## src/rtl/axi_read_slv.sv

```systemverilog
// AXI read slave: AR commands queue in a small FIFO; one engine replays each burst after RD_LAT
// cycles with address-pattern data. Error bursts (reserved type, oversize beat, bad wrap length) return SLVERR.
module axi_read_slv #(
    parameter int ID_W      = 7,
    parameter int ADDR_W    = 32,
    parameter int DATA_W    = 256,
    parameter int CMD_DEPTH = 4,
    parameter int RD_LAT    = 2
) (
    input  logic              i_clk,
    input  logic              i_reset,
    input  logic [ID_W-1:0]   arid,
    input  logic [ADDR_W-1:0] araddr,
    input  logic [7:0]        arlen,
    input  logic [2:0]        arsize,
    input  logic [1:0]        arburst,
    input  logic              arvalid,
    output logic              arready,
    output logic [ID_W-1:0]   rid,
    output logic [DATA_W-1:0] rdata,
    output logic [1:0]        rresp,
    output logic              rlast,
    output logic              rvalid,
    input  logic              rready
);

    localparam int PTR_W = (CMD_DEPTH > 1) ? $clog2(CMD_DEPTH) : 1;
    localparam int LAT_W = (RD_LAT > 1) ? $clog2(RD_LAT + 1) : 1;
    localparam int LANES = DATA_W / 32;
    localparam logic [2:0] MAX_SIZE = 3'($clog2(DATA_W / 8));

    typedef struct packed {
        logic [ID_W-1:0]   id;
        logic [ADDR_W-1:0] addr;
        logic [7:0]        len;
        logic [2:0]        size;
        logic [1:0]        burst;
    } cmd_t;

    typedef enum logic [1:0] {S_IDLE, S_WAIT, S_DATA} state_t;

    cmd_t             fifo_mem_q [CMD_DEPTH];
    logic [PTR_W-1:0] wr_ptr_q, rd_ptr_q;
    logic [PTR_W:0]   count_q;
    logic             fifo_full, fifo_empty, push, pop;

    state_t           state_q, state_d;
    cmd_t             cmd_q, cmd_d;
    logic [7:0]       beat_q, beat_d;
    logic [LAT_W-1:0] lat_q, lat_d;

    logic [ADDR_W-1:0] size_bytes, beat_off, wrap_bound, beat_addr;
    logic [31:0]       addr32;
    logic [DATA_W-1:0] beat_data;
    logic              burst_err, in_data, last_beat;

    function automatic logic [PTR_W-1:0] ptr_inc(input logic [PTR_W-1:0] p);
        return (p == PTR_W'(CMD_DEPTH - 1)) ? '0 : p + 1'b1;
    endfunction

    assign fifo_full  = (count_q == (PTR_W + 1)'(CMD_DEPTH));
    assign fifo_empty = (count_q == '0);
    assign arready    = !fifo_full && !i_reset;
    assign push       = arvalid && arready;
    assign pop        = (state_q == S_IDLE) && !fifo_empty;

    always_ff @(posedge i_clk) begin
        if (push) begin
            fifo_mem_q[wr_ptr_q] <= '{id: arid, addr: araddr, len: arlen, size: arsize, burst: arburst};
        end
    end

    always_ff @(posedge i_clk) begin
        if (i_reset) begin
            wr_ptr_q <= '0;
            rd_ptr_q <= '0;
            count_q  <= '0;
        end else begin
            if (push) wr_ptr_q <= ptr_inc(wr_ptr_q);
            if (pop)  rd_ptr_q <= ptr_inc(rd_ptr_q);
            if (push && !pop)      count_q <= count_q + 1'b1;
            else if (pop && !push) count_q <= count_q - 1'b1;
        end
    end

    // State register
    always_ff @(posedge i_clk) begin
        if (i_reset) begin
            state_q <= S_IDLE;
            cmd_q   <= '0;
            beat_q  <= '0;
            lat_q   <= '0;
        end else begin
            state_q <= state_d;
            cmd_q   <= cmd_d;
            beat_q  <= beat_d;
            lat_q   <= lat_d;
        end
    end

    assign last_beat = (beat_q == cmd_q.len);

    // Next-state logic
    always_comb begin
        state_d = state_q;
        cmd_d   = cmd_q;
        beat_d  = beat_q;
        lat_d   = lat_q;
        case (state_q)
            S_IDLE: begin
                if (!fifo_empty) begin
                    cmd_d   = fifo_mem_q[rd_ptr_q];
                    beat_d  = '0;
                    lat_d   = LAT_W'(RD_LAT);
                    state_d = (RD_LAT == 0) ? S_DATA : S_WAIT;
                end
            end
            S_WAIT: begin
                if (lat_q <= LAT_W'(1)) begin
                    lat_d   = '0;
                    state_d = S_DATA;
                end else begin
                    lat_d = lat_q - 1'b1;
                end
            end
            S_DATA: begin
                if (rready) begin
                    if (last_beat) begin
                        beat_d  = '0;
                        state_d = S_IDLE;
                    end else begin
                        beat_d = beat_q + 1'b1;
                    end
                end
            end
            default: state_d = S_IDLE;
        endcase
    end

    // Beat address from the latched command; wrap boundaries are powers of two for legal wrap lengths
    always_comb begin
        size_bytes = ADDR_W'(1) << cmd_q.size;
        beat_off   = ADDR_W'(beat_q) << cmd_q.size;
        wrap_bound = (ADDR_W'(cmd_q.len) + ADDR_W'(1)) << cmd_q.size;
        case (cmd_q.burst)
            2'd1:    beat_addr = (cmd_q.addr & ~(size_bytes - 1'b1)) + beat_off;
            2'd2:    beat_addr = (cmd_q.addr & ~(wrap_bound - 1'b1))
                               + ((cmd_q.addr + beat_off) & (wrap_bound - 1'b1));
            default: beat_addr = cmd_q.addr;
        endcase
        addr32 = 32'(beat_addr);
        beat_data = '0;
        for (int k = 0; k < LANES; k++) begin
            beat_data[k*32 +: 32] = addr32 + 32'(4 * k);
        end
    end

    assign burst_err = (cmd_q.burst == 2'd3) || (cmd_q.size > MAX_SIZE)
                     || ((cmd_q.burst == 2'd2) && !(cmd_q.len inside {8'd1, 8'd3, 8'd7, 8'd15}));

    // Output logic: everything reads zero outside DATA
    assign in_data = (state_q == S_DATA);

    always_comb begin
        rvalid = in_data;
        rid    = in_data ? cmd_q.id : '0;
        rlast  = in_data && last_beat;
        rresp  = (in_data && burst_err) ? 2'd2 : 2'd0;
        rdata  = (in_data && !burst_err) ? beat_data : '0;
    end

endmodule

```

## config.mk

```make
export PLATFORM = sky130hd
export DESIGN_NAME = axi_read_slv
export DESIGN_NICKNAME = d
export VERILOG_FILES = /design/src/rtl/axi_read_slv.sv
export SDC_FILE = /design/constraint.sdc
export NUM_CORES = 1
export LEC_CHECK = 0
export ABC_AREA = 1
export ABC_CLOCK_PERIOD_IN_PS = 5240
export CAP_MARGIN = 40
export CORE_MARGIN = 4
export CORE_UTILIZATION = 40
export CTS_CLUSTER_SIZE = 40
export DETAILED_ROUTE_END_ITERATION = 10
export SLEW_MARGIN = 20
export SYNTH_ARGS = -nofsm -noshare
export SYNTH_HDL_FRONTEND = slang
export SYNTH_SLANG_ARGS = --single-unit
```

## constraint.sdc

```tcl
create_clock -name i_clk -period 5.24 [get_ports i_clk]
set_clock_uncertainty 0.05 [all_clocks]
set_input_delay 0.524 -clock i_clk [delete_from_list [all_inputs] [get_ports i_clk]]
set_output_delay 0.524 -clock i_clk [all_outputs]
set_load 0.03 [all_outputs]
```

==> results.py <==
metrics = {
    "setup_path": {
        "r2r_start": "count_q[0]",
        "crit_required_ns": 4.67,
        "cp_num_buf_inv": 8,
        "r2r_slack_ns": 2.49,
        "crit_arrival_ns": 5.50,
        "timing.rr.end": "beat_q[7]",
        "crit_path_end_kind": "output pin",
        "crit_start": "cmd_q[2]",
        "crit_path_start_kind": "flip-flop",
        "crit_type": "reg2out",
        "cp_slowest_stage_delay_ns": 0.36,
        "reg2reg_depth": 10,
        "cpLargestDelayFamily": "simple AND/OR/NAND/NOR gates",
        "crit_path_top_delay_cell": "dfxtp_4",
        "cp_max_fo": 7,
    },
    "final_layout": {
        "fin_nets": 4542,
        "final_common_cell": "buf_4",
        "final_area_mm2": 0.0365,
        "drive_gt1_share_pct": 41.6,
        "final-instance-count-excl-fill": 5197,
        "final_cell_mix": "buf_4, nand2_1, nor2_1",
        "utilization_pct": 64.3,
        "diodes": 0,
        "area_delta_synth_final_pct": 57.6,
    },
    "die": {
        "row_count": 87,
        "fp.dieW_um": 249,
        "die_area_mm2": 0.0618,
        "core_area_mm2": 0.0568,
        "start_util_pct": 40.8,
        "die_y_um": 249,
        "io_pins": 324,
    },
    "logic_synthesis": {
        "yosys-top-cells-area": "edfxtp_1, nand2_1, nor2_1",
        "synth_cell_types": 63,
        "ys_ff_latch": 279,
        "netlist_area_mm2": 0.0232,
        "synthArstFlopShare_pct": 0,
        "yosysWarnings": 0,
        "avgSynthCellArea_um2": 6.65,
        "yosys_most_used_dff": "edfxtp_1",
        "synth_edf_count": 208,
        "synth-seq-area-share_pct": 33.1,
        "synth_top_area_cell": "edfxtp_1",
        "postSynthCellCount": 3485,
        "synth_top_area_share_pct": 27.0,
    },
    "placement": {
        "place_inst": 5039,
        "gp_congestion": 0.971,
        "hpwl_um": 71900,
        "placedInstanceArea_mm2": 0.0316,
        "portBuffers": 322,
    },
    "clocking": {
        "tritoncts": "yes",
        "cts_buffers": 27,
        "cts_max_path_buffers": 3,
        "clk_latency_ns": 0.55,
        "clk_pin_slew_ns": 0.06,
        "cts.sinks": 279,
        "htree_levels": 1,
        "cts_root_buf": "clkbuf_16",
    },
    "timing": {
        "setup_slack_ns": -0.839,
        "post-route-min-period_ns": 6.08,
        "finalSetupViolCount": 196,
        "fmax_mhz": 165,
        "fin_crit_sh_pct": 116,
        "worst_pin_slew_ns": 0.845,
        "hold_viol_final": 0,
        "drv_slew": 0,
        "rsz0062_at_grt": "true",
        "timing.slew.headroom_pct": 43.7,
    },
    "hold_path": {
        "hp-start": "lat_q[1]",
        "hold_class": "reg2reg",
        "hold_path_depth": 2,
        "worstHoldEndpoint": "lat_q[0]",
    },
    "grt": {
        "grt_max_degree": 67,
        "grt_overflow_total": 0,
        "track_usage_pct": 28.3,
        "antenna_found_initial": 1,
        "grt_pass1_vias": 25036,
        "grt_pass1_wl_um": 142000,
    },
    "drt": {
        "remaining_drc_errors": 0,
        "drt_pass1_iterations": 6,
        "vias": 27253,
        "routed_via_density": 5.24,
        "wl_per_cell_um": 18.4,
        "totalWireLength_um": 95400,
        "drtAntennaViolNets": 0,
        "drt_iter0_markers": 2197,
    },
    "flow_run": {
        "cap_viol_max_count": 0,
    },
    "outcome": {
        "violations": "setup timing",
        "status": "finished, violations left",
    },
    "power_and_ir_drop": {
        "leakagePower_nw": 15.6,
        "cellPowerDensity_mw_per_mm2": 534,
        "irDropWorstVdd_mv": 0.337,
    },
}
==> how the worst max path moves through the flow <==
| stage | end | slack, ns | depth (start not counted) |
|---|---|---|---|
| floorplan | rdata[54] | -0.01 | 33 |
| global placement | rdata[84] | -1.18 | 34 |
| detailed placement | rdata[84] | -1.04 | 34 |
| CTS | rdata[158] | -0.77 | 38 |
| global route | rdata[59] | -1.09 | 43 |
| finish | rdata[127] | -0.84 | 36 |
==> logic make-up (layout without fill, tap and decap cells) <==
kind of cell,Yosys count,count (layout),share of synthesized area (%)
XOR/XNOR,26,26,0.983
multiplexers,1,1,0.0432
AO/OA/AOI/OAI,623,623,14.7
other,1,2,0.0162
adder cells (fa/ha/maj),66,66,3.66
flip-flops,279,279,33.1
AND/OR/NAND/NOR,1927,1929,37.4
buffers and inverters,562,1515,10.1
==> what timing repair did <==
action                     in CTS  in global routing
buffers inserted               40                 65
setup endpoints to repair     222                215
gates resized for setup       301                540
pin swaps                      76                240
cloned                          1                  3
hold buffers                    0                  0
==> synth_stat cells (all sizes together), types with 3 or more instances <==
cell	instances
xnor2	3
or2	4
nor2	741
o21ai	323
inv	390
o22ai	5
xor2	23
nand3	316
fa	3
buf	72
dfxtp	71
edfxtp	208
nand2	749
o21bai	6
ha	63
a31oi	66
o211ai	3
nand4	43
nor4	5
o21a	11
clkbuf	94
a211oi	4
nand3b	8
nor3	59
a21oi	186
clkinv	6
==> stage by stage <==
stage	hold slack [ns]	power (mW)	TNS, ns	setup slack (ns)
3_3_place_gp	0.426	15.3	-128.33	-1.18
4_1_cts	0.447	18.0	-101.42	-0.770
6_report	0.445	19.5	-105.73	-0.839
3_5_place_dp	0.437	15.4	-111.23	-1.04
5_1_grt	0.493	20.8	-155.06	-1.09
2_1_floorplan	0.397	9.98	-0.00954	-0.00954
==> flip-flops by register name (all words and copies together) (netlist names) <==
register	count
fifo_mem_q	208
cmd_q	52
beat_q	8
count_q	3
lat_q	2
rd_ptr_q	2
state_q	2
wr_ptr_q	2
==> area by class of cell <==
type                    count  area [um^2]
flip-flops and latches    279         7690
multi-input cells        2647        16200
inverters                 396         1550
clock buffers              34          732
well taps                 756          946
fillers                  5050        20300
repair buffers           1069         9200
clock inverters            16          168
==> power breakdown <==
part / leakage (nW) / switching, mW / internal (mW)
Sequential: 2.48 / 0.280 / 2.66
Clock: 0.443 / 0.806 / 1.14
Combinational: 12.7 / 8.98 / 5.63
==> routing by layer <==
metal	vias to the layer above	routed length [um]	global-route usage (%)
met4	2	3020	7.60
met1	12707	40200	37.9
met3	162	7030	4.45
li1	13395	-	-
met5	-	13	0
met2	987	45100	48.0
==> worst min-delay path, delay by kind of cell (launching register included) <==
kind / cells / cell delay (ns)
flip-flops: 1 / 0.32
AND/OR/NAND/NOR: 1 / 0.06
AO/OA/AOI/OAI: 1 / 0.06
No activity file was read; power rests on OpenSTA's default activity.
